File: src/rtl/rx_arb_pkg.sv
// rtl/rx_arb_pkg.sv - shared types and round-robin pick function for the RX stream arbiter
package rx_arb_pkg;

    typedef enum logic [1:0] {
        IDLE  = 2'd0,
        PASS  = 2'd1,
        DRAIN = 2'd2
    } state_e;

    localparam int DEF_NUM_SRC = 2;
    localparam int GRANT_W     = $clog2(DEF_NUM_SRC);
    localparam int MAX_SRC     = 32;

    // First requester strictly after 'last', wrapping modulo n; returns 'last' when nobody asks.
    function automatic int rr_pick(input logic [MAX_SRC-1:0] req,
                                   input int                 last,
                                   input int                 n = DEF_NUM_SRC);
        int   idx;
        logic found;
        rr_pick = last;
        found   = 1'b0;
        for (int k = 1; k <= MAX_SRC; k++) begin
            idx = (last + k) % n;
            if (!found && (k <= n) && req[idx[4:0]]) begin
                rr_pick = idx;
                found   = 1'b1;
            end
        end
    endfunction

endpackage

File: src/rtl/rr_arbiter.sv
// rtl/rr_arbiter.sv - combinational round-robin grant selection from a request vector
module rr_arbiter
    import rx_arb_pkg::*;
#(
    parameter int N  = 2,
    parameter int GW = $clog2(N)
) (
    input  logic [N-1:0]  req_i,
    input  logic [GW-1:0] last_i,
    output logic [GW-1:0] grant_o,
    output logic          any_req_o
);

    logic [MAX_SRC-1:0] req_ext;

    assign req_ext   = MAX_SRC'(req_i);
    assign grant_o   = GW'(rr_pick(req_ext, int'(last_i), N));
    assign any_req_o = |req_i;

endmodule

File: src/rtl/rx_stream_arbiter.sv
// rtl/rx_stream_arbiter.sv - frame-granular round-robin mux of NUM_SRC streams onto one RX FIFO port
module rx_stream_arbiter
    import rx_arb_pkg::*;
#(
    parameter int DATA_W    = 32,
    parameter int NUM_SRC   = 2,
    parameter int MAX_BEATS = 512,
    parameter int CNT_W     = 16
) (
    input  logic                        clk_83,
    input  logic                        reset_n,
    input  logic [NUM_SRC*DATA_W-1:0]   s_tdata,
    input  logic [NUM_SRC-1:0]          s_tvalid,
    input  logic [NUM_SRC-1:0]          s_tlast,
    output logic [NUM_SRC-1:0]          s_tready,
    output logic [DATA_W-1:0]           m_tdata,
    output logic                        m_tvalid,
    output logic                        m_tlast,
    input  logic                        m_tready,
    output logic [$clog2(NUM_SRC)-1:0]  grant_id,
    output logic                        busy,
    output logic [NUM_SRC*CNT_W-1:0]    frame_cnt,
    output logic [NUM_SRC*CNT_W-1:0]    trunc_cnt
);

    localparam int GW = $clog2(NUM_SRC);
    localparam int BW = $clog2(MAX_BEATS);

    state_e                         state_q, state_d;
    logic [GW-1:0]                  grant_q, grant_d;
    logic [BW-1:0]                  beat_q, beat_d;
    logic [NUM_SRC-1:0][CNT_W-1:0]  frame_q, frame_d;
    logic [NUM_SRC-1:0][CNT_W-1:0]  trunc_q, trunc_d;

    logic [GW-1:0]      pick;
    logic               any_req;
    logic [DATA_W-1:0]  src_data;
    logic               src_valid;
    logic               src_last;
    logic               at_limit;

    rr_arbiter #(
        .N  (NUM_SRC),
        .GW (GW)
    ) u_rr (
        .req_i     (s_tvalid),
        .last_i    (grant_q),
        .grant_o   (pick),
        .any_req_o (any_req)
    );

    assign src_data  = s_tdata[int'(grant_q)*DATA_W +: DATA_W];
    assign src_valid = s_tvalid[grant_q];
    assign src_last  = s_tlast[grant_q];
    assign at_limit  = (beat_q == BW'(MAX_BEATS - 1));

    always_ff @(posedge clk_83) begin
        if (!reset_n) begin
            state_q <= IDLE;
            grant_q <= GW'(NUM_SRC - 1);
            beat_q  <= '0;
            frame_q <= '0;
            trunc_q <= '0;
        end else begin
            state_q <= state_d;
            grant_q <= grant_d;
            beat_q  <= beat_d;
            frame_q <= frame_d;
            trunc_q <= trunc_d;
        end
    end

    always_comb begin
        state_d  = state_q;
        grant_d  = grant_q;
        beat_d   = beat_q;
        frame_d  = frame_q;
        trunc_d  = trunc_q;
        s_tready = '0;
        m_tdata  = '0;
        m_tvalid = 1'b0;
        m_tlast  = 1'b0;

        case (state_q)
            IDLE: begin
                if (any_req) begin
                    grant_d = pick;
                    state_d = PASS;
                end
            end

            PASS: begin
                m_tdata            = src_data;
                m_tvalid           = src_valid;
                m_tlast            = src_last | at_limit;
                s_tready[grant_q]  = m_tready;
                if (src_valid && m_tready) begin
                    if (src_last || at_limit) begin
                        frame_d[grant_q] = frame_q[grant_q] + CNT_W'(1);
                        beat_d           = '0;
                        if (src_last) begin
                            state_d = IDLE;
                        end else begin
                            // Limit hit mid-frame: the forced tlast closes it downstream, rest is dropped.
                            trunc_d[grant_q] = trunc_q[grant_q] + CNT_W'(1);
                            state_d          = DRAIN;
                        end
                    end else begin
                        beat_d = beat_q + BW'(1);
                    end
                end
            end

            DRAIN: begin
                s_tready[grant_q] = 1'b1;
                if (src_valid && src_last) begin
                    state_d = IDLE;
                end
            end

            default: begin
                state_d = IDLE;
            end
        endcase
    end

    assign grant_id  = grant_q;
    assign busy      = (state_q != IDLE);
    assign frame_cnt = frame_q;
    assign trunc_cnt = trunc_q;

endmodule

File: config.mk
export PLATFORM = sky130hd
export DESIGN_NAME = rx_stream_arbiter
export DESIGN_NICKNAME = d
export VERILOG_FILES = /design/src/rtl/rx_arb_pkg.sv /design/src/rtl/rr_arbiter.sv /design/src/rtl/rx_stream_arbiter.sv
export SDC_FILE = /design/constraint.sdc
export NUM_CORES = 1
export LEC_CHECK = 0
export ABC_AREA = 1
export ABC_CLOCK_PERIOD_IN_PS = 3400
export BUFFER_PORTS_ARGS = -buffer_cell sky130_fd_sc_hd__buf_2
export CAP_MARGIN = 10
export CORE_ASPECT_RATIO = 0.9
export CORE_MARGIN = 2
export CORE_UTILIZATION = 45
export DETAILED_ROUTE_END_ITERATION = 10
export MAX_ROUTING_LAYER = met4
export PLACE_DENSITY_LB_ADDON = 0.3
export SYNTH_ARGS = -nofsm -noshare
export SYNTH_HDL_FRONTEND = slang
export SYNTH_SLANG_ARGS = --single-unit
File: constraint.sdc
create_clock -name clk_83 -period 3.4 [get_ports clk_83]
set_input_delay 0.51 -clock clk_83 [delete_from_list [all_inputs] [get_ports clk_83]]
set_output_delay 0.51 -clock clk_83 [all_outputs]
set_load 0.1 [all_outputs]
Yosys cells after proc, flatten, opt, wreduce, memory -nomap -nowiden
Cells that the tools add are included.
- register bits: 76
- bits in latches: 0
- RAM bits: 0
- bits in read-only memories: 0
- input port bits: 71
- output and inout bits: 102
- logic and storage cells: 76
- memories kept: 0
- $add $sub $neg: 5
- $mul: 0
- divide/modulo/power cells: 0
- order comparisons: 4
- eq/ne operators: 7
- shift-type cells: 1
- muxes and demuxes: 32
- bitwise operators: 5
- reductions and logical operators: 15
- operators with widths (operator ; count):
    $mux W16 ; 5
    $bwmux W32 ; 2
    $shiftx A64 B7 Y32 ; 1
    $add A16 B1 Y16 const B ; 2
    $mux W32 ; 1
    $demux W16 S1 ; 1
    $lt A5 B6 Y1 const B ; 2
    $mux W1 ; 12
    $mux W2 ; 5
    $add A9 B1 Y9 const B ; 1
    $eq A9 B9 Y1 const B ; 1
    $mux W9 ; 1
    $ne A2 B2 Y1 const B ; 4
    $reduce_and A4 Y1 ; 2
    $pmux W2 S3 ; 1
    $reduce_and A3 Y1 ; 2
    $bmux W1 S2 ; 2
    $logic_and A1 B1 Y1 ; 4
    $pmux W2 S2 ; 1
    $reduce_bool A2 Y1 ; 2
    $add A1 B1 Y1 const B ; 2
    $and A1 B1 Y1 const A ; 2
    $and A2 B2 Y2 ; 1
    $eq A2 B1 Y1 const B ; 1
    11 further kinds ; 11

Longest topological paths before layout
- depth after elaboration: 9
- depth in mapped cells: 15
- gate-level depth less buffers: 15

Hierarchy
A second synthesis with hierarchy kept.
- cell total of the unflattened synthesis: 883
- area, all modules: 5185.0 µm²
- by module, submodules not included (module ; instances ; cells each ; area an instance (µm²) ; seq. area each (µm²)):
    rx_stream_arbiter ; 1 ; 877 ; 5159.9 ; 1521.5
    rr_arbiter ; 1 ; 6 ; 25.0 ; 0.0

Least setup slack after synthesis
No wires, ideal clock.
- path kind: register to output
- start: reg grant_q (netlist: grant_id)
- end: out m_tdata[24]
- arrival: 3.160 ns
- data required time: 2.890 ns
- slack: -0.270 ns
- cell stages (with the launch flop): 7
- buffers on the path: 4
- path through: dfxtp_1 buf_6 buf_8 buf_2 clkbuf_1 o21ai_0 nor2_1
- longest elaborated chain between the ends: 2
- RTL lines (element ; RTL line ; RTL):
    start: declaration ; rx_stream_arbiter.sv:30 ; logic [GW-1:0] grant_q, grant_d;
    start signal: assignment ; rx_stream_arbiter.sv:60 ; grant_q <= GW'(NUM_SRC - 1);
    start signal: assignment ; rx_stream_arbiter.sv:66 ; grant_q <= grant_d;
    $shiftx A64 B7 Y32 ; rx_stream_arbiter.sv:52 ; assign src_data = s_tdata[int'(grant_q)*DATA_W +: DATA_W];
    $mux W32 ; rx_stream_arbiter.sv:84 ; case (state_q)
    end: declaration ; rx_stream_arbiter.sv:16 ; output logic [DATA_W-1:0] m_tdata,
No other way between the ends.

Worst setup path after layout
- start: reg grant_q (netlist: grant_id)
- end: out m_tdata[16]
The elaborated chain is that of the path after synthesis.

==> flow_metrics.env <==
export IMPL_cts_buffers=9
export IMPL_path_buf_inv=3
export IMPL_synth_async_reset_ratio_pct=0
export IMPL_cts_reportedPaths_clkPinSlew_ns=0.06
export IMPL_die_w_um=118
export IMPL_maxCapViolations=0
export IMPL_crit_path_max_incr_delay_ns=0.50
export IMPL_relSlewSlack_pct=64.2
export IMPL_regToRegSetupSlack_ns=1.01
export IMPL_dr_pass1_iters=5
export IMPL_netlist_instances=867
export IMPL_r2r_cells=14
export IMPL_num_rows=37
export IMPL_multi_input_area_um2=3120
export IMPL_antennaDiodeCount=0
export IMPL_clockBufferDepth=2
export IMPL_r2r_start="beat_q[0]$_SDFFE_PN0P_"
export IMPL_yosysMostFrequentCell="nand2_1"
export IMPL_dpl_cell_count=1163
export IMPL_required_ns=2.89
export IMPL_synth_common_cells="223 x nand2_1, 157 x nor2_1, 115 x inv_1"
export IMPL_worstPathMaxFanout=52
export IMPL_synth_top_area_share_pct=28.9
export IMPL_cts_resized=0
export IMPL_reg2reg_to="trunc_cnt[9]$_SDFFE_PN0P_"
export IMPL_design_area_um2=6480
export IMPL_postCtsSetupBuffers=0
export IMPL_outcome="finished, final reports clean"
export IMPL_port_buffers=172
export IMPL_place_area_um2=6210
export IMPL_htreeDepth=3
export IMPL_clk_latency_ns=0.35
export IMPL_die_h_um=107
export IMPL_dieArea_um2=12600
export IMPL_fin_cells=1178
export IMPL_hold_path_class="in -> reg"
export IMPL_final_period_utilization_pct=79.9
export IMPL_critical_path_slowest_cell="dfxtp_4"
export IMPL_path_cells="inv_2, buf_4, nor2_1, nor2_2, buf_2"
export IMPL_worst_pin_slew_ns=0.537
export IMPL_place_gp_congestion=0.904
export IMPL_whs_endpoint="grant_id$_SDFFE_PN1P_"
export IMPL_globalRouteTotalUtil_pct=24.0
export IMPL_cp_depth=5
export IMPL_netlist_area_um2=5270
export IMPL_clock_sinks=76
export IMPL_max_freq_ghz=0.368
export IMPL_postRouteAntennaNets=0
export IMPL_ir_drop_mv=0.365
export IMPL_grt_setup_unrepaired="false"
export IMPL_hold_viol=0
export IMPL_ys_warnings_count=0
export IMPL_drt_iter0_drc=308
export IMPL_power_leakage_uw=0.00331
export IMPL_drc=0
export IMPL_finalCriticalPeriod_ns=2.72
export IMPL_seqCellArea_um2=1530
export IMPL_ys_seq_elements=76
export IMPL_place_hpwl_um=10500
export IMPL_final_nets=1096
export IMPL_drive_above_1_share_pct=26.9
export IMPL_wl_per_cell_um=12.4
export IMPL_path_delay_family="buffers and inverters"
export IMPL_fill_cells=1194
export IMPL_setup_viol=0
export IMPL_worstSetupPathType="reg -> out"
export IMPL_via_per_inst=4.85
export IMPL_core_area_um2=11400
export IMPL_clock_skew_ns=0.00971
export IMPL_synth_area_leaders="dfxtp_1 29%, nand2_1 16%, nor2_1 11%"
export IMPL_start_kind="flop"
export IMPL_cts_tree="yes"
export IMPL_synthesis_nets=945
export IMPL_synth_cell_type_count=34
export IMPL_grt_pass1_vias=5123
export IMPL_grt_pass1_wl_um=24200
export IMPL_io_pins=173
export IMPL_cp_end_kind="output port"
export IMPL_antenna_found_initial=0
export IMPL_arrival_ns=2.21
export IMPL_num_vias=5718
export IMPL_syn2layout_area_growth_pct=23.0
export IMPL_synth_edff_count=0
export IMPL_seq_area_frac_synth_pct=28.9
export IMPL_timing_hold_ws_ns=0.449
export IMPL_min_path_cells=3
export IMPL_hold_buffers=0
export IMPL_maxSlewViolCount=0
export IMPL_drt_total_wl_um=14600
export IMPL_netlist_top_cell_by_area="dfxtp_1"
export IMPL_hold_path_startpoint="s_tvalid[1]"
export IMPL_grt_max_degree=53
export IMPL_start_util_pct=46.1
export IMPL_final_setup_tns_ns=0
export IMPL_cts_root_buf="clkbuf_16"
export IMPL_grt_overflow=0
export IMPL_synth_ff_type="dfxtp_1"
export IMPL_syn_avg_cell_area_um2=6.08
export IMPL_p_per_area_nw_per_um2=662
-- placed cells by master (no fill, tap or decap), types with 2 or more instances in the layout --
| cell type | count |
|---|---|
| a211oi_1 | 2 |
| a21oi_1 | 44 |
| a22oi_1 | 2 |
| buf_2 | 172 |
| buf_4 | 5 |
| clkbuf_1 | 2 |
| clkbuf_16 | 9 |
| clkbuf_8 | 2 |
| clkinv_2 | 2 |
| dfxtp_1 | 75 |
| ha_1 | 7 |
| inv_1 | 115 |
| inv_2 | 3 |
| nand2_1 | 223 |
| nand2_2 | 17 |
| nand2_4 | 5 |
| nand3_1 | 45 |
| nand3_4 | 4 |
| nand4_1 | 9 |
| nor2_1 | 128 |
| nor2_2 | 36 |
| nor2_4 | 6 |
| nor3_1 | 2 |
| o21ai_0 | 72 |
| o21ai_1 | 5 |
| o21ai_2 | 7 |
| xor2_1 | 13 |
| xor2_2 | 2 |
-- worst reg2reg max path: stages, from the launching register on --
cell and delay (ns):
dfxtp_1 0.38, ha_1 0.18, nand2_1 0.06, inv_1 0.06
nand4_1 0.12, nor2_1 0.12, ha_1 0.14, nand3b_1 0.16
nand2_2 0.09, nor2_4 0.16, nand2_4 0.17, nor2_4 0.36
nand3_1 0.16, nand2_1 0.10, inv_1 0.03
-- area by class of cell --
class,instances,area share (%)
repair buffers,178,14.2
flip-flops and latches,76,23.5
inverters,119,6.89
clock buffers,13,4.02
multi-input cells,634,48.2
well taps,156,3.01
clock inverters,2,0.154
-- state kept, by name, summed over array words and instances (netlist names) --
name,cells
trunc_cnt,32
grant_id,1
state_q,2
frame_cnt,32
beat_q,9
-- through the flow --
step,setup WS [ns],total power [µW],util (%)
3_3_place_gp,1.04,3400,54.3
2_1_floorplan,0.00307,3100,-
5_1_grt,0.490,4530,56.7
4_1_cts,0.650,4310,56.7
6_report,0.684,4290,56.7
3_5_place_dp,0.990,3420,54.3
-- routing by layer --
layer  global-route usage [%]  part of all wire [%]
met5                        -                     0
met1                     30.3                    46
met2                     38.8                    46
met4                     7.92                   1.4
met3                     4.95                   6.0
-- kinds of logic (layout without fill, tap and decap cells) --
logic type                 after synthesis  after routing  synth area share [%]
AOI/OAI and AO/OA                      134            134                  13.6
xor gates and xnor gates                15             15                  2.78
adders and majority gates                7              7                  1.66
buffers and inverters                  157            312                  13.2
DFF                                     76             76                  28.9
and+or+nand+nor                        478            478                  39.8
-- worst max path at each step --
stage | startpoint | endpoint
2_1_floorplan | grant_id$_SDFFE_PN1P_ | m_tdata[0]
3_3_place_gp | grant_id$_SDFFE_PN1P_ | trunc_cnt[9]$_SDFFE_PN0P_
3_5_place_dp | grant_id$_SDFFE_PN1P_ | trunc_cnt[9]$_SDFFE_PN0P_
4_1_cts | grant_id$_SDFFE_PN1P_ | m_tdata[12]
5_1_grt | grant_id$_SDFFE_PN1P_ | m_tdata[13]
6_report | grant_id$_SDFFE_PN1P_ | m_tdata[16]
-- power breakdown --
| group | switching (µW) | internal, µW | total [µW] |
|---|---|---|---|
| clock network | 366 | 528 | 894 |
| registers | 86.1 | 940 | 1030 |
| logic | 1950 | 422 | 2370 |
Note: power is estimated with default switching activity, not from simulation.
